===== src/rtl/settle_timer.sv =====
// Loadable down-counter that paces how long each vector is held.
// Latency: load/decrement take effect at the next rising edge.
// Backpressure: none; stops at zero and holds until reloaded.
module settle_timer #(
    parameter int W = 3
) (
    input  logic         clk,
    input  logic         rst_n,
    input  logic         load,
    input  logic [W-1:0] load_val,
    input  logic         dec,
    output logic         zero
);

    logic [W-1:0] count_q;
    logic [W-1:0] count_d;

    // Next count: load wins over decrement; never underflows.
    always_comb begin
        count_d = count_q;
        if (load) begin
            count_d = load_val;
        end else if (dec && (count_q != '0)) begin
            count_d = count_q - 1'b1;
        end
    end

    // Count register with synchronous active-low reset.
    always_ff @(posedge clk) begin
        if (!rst_n) begin
            count_q <= '0;
        end else begin
            count_q <= count_d;
        end
    end

    assign zero = (count_q == '0);

endmodule


===== config.mk =====
export PLATFORM = sky130hd
export DESIGN_NAME = settle_timer
export DESIGN_NICKNAME = d
export VERILOG_FILES = /design/src/rtl/settle_timer.sv
export SDC_FILE = /design/constraint.sdc
export NUM_CORES = 1
export LEC_CHECK = 0
export CORE_AREA = 5 5 42 44
export CTS_BUF_LIST = sky130_fd_sc_hd__clkbuf_2 sky130_fd_sc_hd__clkbuf_4 sky130_fd_sc_hd__clkbuf_8
export CTS_CLUSTER_SIZE = 20
export DETAILED_ROUTE_END_ITERATION = 6
export DIE_AREA = 0 0 47 49
export PLACE_DENSITY = 0.34
export SLEW_MARGIN = 10
export SYNTH_ARGS = -nofsm -noshare
export SYNTH_HDL_FRONTEND = slang
export SYNTH_SLANG_ARGS = --single-unit

===== constraint.sdc =====
create_clock -name clk -period 1.5 [get_ports clk]
set_clock_uncertainty 0.05 [all_clocks]
set_input_delay 0.15 -clock clk [delete_from_list [all_inputs] [get_ports clk]]
set_output_delay 0.15 -clock clk [all_outputs]
set_load 0.01 [all_outputs]

Word level (Yosys, flattened, before mapping)
Cells that the tools add are included.
Storage, ports and cells
  flip-flop bits (word level): 3
  bits of input ports: 7
Cells by class
  add/sub/neg operators: 1
  multiplexer cells: 2
  reduce and logical (&&, ||, !) cells: 4
Operators by type and width (count)
  2-to-1 mux 3 bit: 2
  logical NOT 3 bit: 1
  nonzero test 3 bit: 1
  subtractor 3 x 1 -> 3 bit, second input constant: 1
  nonzero test 2 bit: 1
  logical AND 1 bit: 1

Logic depth before layout (Yosys ltp)
  depth in word-level cells: 4
  gate-level depth with buffers: 6

Worst setup path after synthesis
Ideal clock, no wire load.
  kind: reg-to-reg
  start point: reg count_q[0]
  end point: reg count_q[1]
  setup time: 0.125 ns
  data arrival time: 1.140 ns
  required time: 1.325 ns
  setup slack: 0.185 ns
  cell stages (with the launch flop): 7
  buffers on the path: 0
  period minus slack after synthesis: 1.315 ns
  cells stage by stage: dfxtp_1 > inv_1 > ha_1 > ha_1 > nand3b_1 > o211ai_1 > a21boi_0
Between the ends
  longest elaborated chain between the ends: 3
  elaborated cells between the ends (all ways): 6
  classes of those cells: 1 x add/sub; 2 x mux; 3 x reduce/logical
Ends and longest elaborated chain
  start: declaration: line 15  | logic [W-1:0] count_q;
  start signal: assignment: line 33  | count_q <= count_d;
  subtractor 3 x 1 -> 3 bit or nonzero test 3 bit (tied branches): line 24, 23
  2-to-1 mux 3 bit or logical AND 1 bit (tied branches): line 23  | end else if (dec && (count_q != '0)) begin
  2-to-1 mux 3 bit or nonzero test 2 bit (tied branches)
Several ways; a longest one is shown, not always the timed one. The select of a mux whose other input is x is not followed.
A chain may end at the register's enable or synchronous reset.

Worst setup path in the final report
  start point: reg count_q[0]
  end point: out zero
Between the ends
  longest elaborated chain between the ends: 1
Ends and longest elaborated chain
  logical NOT 3 bit: line 37  | assign zero = (count_q == '0);
  end: declaration: line 12  | output logic zero
No other way between the ends.

==> results.md <==
- Cell with the most instances after synthesis: inv_1
- Layout Nets: 43
- N_diodes: 0
- Max VDD drop: roughly 0.30 mV
- Num CTS Buffers: 3
- WP data required: ~1.3 ns
- Final worst path period need: approximately 1.4 ns
- P_sw: 0.0775 mW
- Vias in the first global route: between 150 and 200
- Flops & latches, synth: 3
- Area grow syn2layout: 69.6%
- Full die area: around 2300 um^2
- Top cells by area, synth: dfxtp_1 (32%), ha_1 (14%), a21boi_0 (8.1%), inv_1 (8.1%), nand3b_1 (8.1%)
- Seq/Total Area, Yosys: 32.4%
- CP Launch Type: register
- Placer Congestion: about 0.62
- Largest net degree at the start of global routing: 5
- Worst slew margin: between 80% and 90%
- Synth area leader: dfxtp_1
- Worst-Skew Late Latency: 0.24 ns
- Via-per-instance ratio: around 3.5
- Ratio of cells with drive above 1 in the final layout: a little over a fifth
- RSZ-0062 raised after global routing: no
- CP top delay family: adder cells
- WL/cell: 7.71 um
- Final Max Slew Viols: 0
- Syn avg cell area: 8.82 um^2
- Top_reg_cell synth: dfxtp_1
- Cts hold-fix bufs: 0
- Initial core utilization: 13.2%
- Worst path cell trace: inv_1 > ha_1 > ha_1 > clkdlybuf4s15_1
- Buf/Inv on CP: 2
- Top cell type's share of synthesized area: about a third
- IO Port Bufs: 7
- Reg with most FFs: count_q
- Status: finished clean
- R2r endpoint: count_q[0]
- Setup Buffers After CTS: 0
- Worst Hold Launch: load_val[1]
- Die Wd: ~47 um
- Max reg flops: 3
- Yosys warnings: 0
- Remaining Overflow, GRT: 0
- Worst-Margin Slew: 0.155 ns
- Reg-to-reg critical path startpoint: count_q[0]
- Hold Crit Class: input pin to register
- Critical Setup Path Class: register to primary output
- DRT Wirelength: around 380 um
- # DRC: 0
- Async SR Flop Fraction: 0%
- Crit-path most repeated cell: ha_1
- WHS: roughly 0.42 ns
- Sequential power share: about 28%
- P_leak: 0.128 nW
- CP peak stage delay: between 0.3 and 0.4 ns
- Htree depth: 1
- R2r setup slk: 0.12 ns
- Critical Path Fanout Max: 2
- Die Y: around 49 um
- Hold path depth: 3
- Net Sw Frac: around a quarter
- Synth cell types: 11
- Worst reg2reg path depth: 7
- Vias post-DR: about 170
- Starting DRT DRC Count: 5
- Syn_nets: 30
- Biggest regs: count_q: 3 flops
- Nature of the critical path endpoint: primary output
- Gate Count Post-Synth: 21
- Final Hold Fails: 0
- CTS Root Cell: clkbuf_4
- CTS Buffer Depth: 2
- Global-route wire length before repair: roughly 670 um
- CP max stage cell: dfxtp_2
- TritonCTS clock tree: built
- Mapped Area: 185 um^2
- Final Cycle Share: between 90% and 100%
- Clock-pin slew on the worst setup and hold paths: approximately 0.040 ns
- Post-synth EDFFs: 0
- FMAX: 0.717 GHz
- Final cell count without fillers: between 40 and 50
- Clock network fraction of design power: around 49%
- Core box area: ~1400 um^2
- Data arrival, critical path: between 1 and 1.5 ns
- Post-route ant nets: 0
- Sinks on Clock Net: 3
- Max cap viols: 0
- Initial antenna violation count: 0
- Top cells by instance count after synthesis: inv_1 (4), dfxtp_1 (3)
- Cell Int Power: about 0.25 mW
- FP Rows: 14
- Num ports: 8
- Post-route setup TNS: 0 ns
- Power share of the combinational group: between 20% and 30%
- Hold EP: count_q[1]
- Final setup violation count: 0
- GR Util All Layers: around 4.6%
- Placed insts: 45
- DR pass1 iterations: 3
- Power per cell area: between 1000 and 1500 nW/um^2
[repair_timing]
item,4_1_cts,5_1_grt
hold endpoints to repair,0,0
resized for setup,1,3
endpoints found under the setup margin,1,4
gates cloned,0,0
[placed cells by master, fill, tap and decap left out]
master           synthesis  final
clkdlybuf4s50_1          0      6
nor2b_4                  1      1
inv_1                    4      4
a21boi_1                 0      1
o21ai_0                  1      1
clkdlybuf4s15_1          0      1
ha_1                     2      2
dfxtp_2                  0      1
nand3b_1                 2      2
dfxtp_1                  3      2
o211ai_1                 2      2
nand2_1                  2      2
a21boi_0                 2      1
clkbuf_4                 0      4
xnor2_1                  1      1
a21oi_1                  1      1
buf_4                    0      1
[metrics by stage]
| step | total power [mW] | area [um^2] | utilization (%) | worst slack [ns] |
|---|---|---|---|---|
| final | 0.329 | 314 | 22.4 | 0.105 |
| after global routing | 0.356 | 314 | 22.4 | 0.0165 |
| after CTS | 0.338 | 312 | 22.2 | 0.0130 |
| after detailed placement | 0.170 | 283 | 20.2 | 0.0710 |
| after global placement | 0.170 | 283 | 20.2 | 0.0705 |
| after floorplan | 0.133 | 185 | - | 0.185 |
[layer usage]
metal / GRT usage, % / wire length, um
met5: 0 / 0
met1: 5.48 / 171
met4: 8.29 / 17
met3: 1.48 / 46
met2: 4.07 / 143
[layout make-up]
cell class | instances | area [um^2]
multi-input combinational | 14 | 110
clock buffer | 4 | 30.0
sequential | 3 | 61.3
inverter | 4 | 15.0
fill | 158 | 1090
tap | 16 | 20.0
timing repair buffer | 8 | 77.6
[tightest hold or removal path, delay by kind of cell]
family	cells	cell delay [ns]
AOI/OAI and AO/OA	1	0.05
and+or+nand+nor	1	0.06
buffers and inverters	1	0.39
[cell families (layout without fill, tap and decap cells)]
| group | count (synthesis) | after routing | synth area share [%] |
|---|---|---|---|
| buf+inv | 4 | 16 | 8.11 |
| xor+xnor | 1 | 1 | 4.73 |
| compound gates | 6 | 6 | 21.6 |
| fa+ha+maj | 2 | 2 | 13.5 |
| flops | 3 | 3 | 32.4 |
| simple gates | 5 | 5 | 19.6 |
[power groups by stage]
stage,clock [mW],sequential [mW],combinational [mW]
global placement,0,0.0923,0.0776
global route,0.179,0.0925,0.0843
detailed placement,0,0.0921,0.0777
floorplan,0,0.0914,0.0419
CTS,0.172,0.0908,0.0751
finish,0.162,0.0912,0.0753
[how the worst max path moves through the flow]
stage / endpoint / depth (start not counted) / startpoint / slack [ns]
after global placement: zero / 4 / count_q[0] / 0.07
after CTS: zero / 4 / count_q[0] / 0.01
after detailed placement: zero / 4 / count_q[0] / 0.07
final: zero / 4 / count_q[0] / 0.10
after floorplan: count_q[1] / 6 / count_q[0] / 0.19
after global routing: count_q[2] / 7 / count_q[0] / 0.02
(Power assumes the default switching activity.)
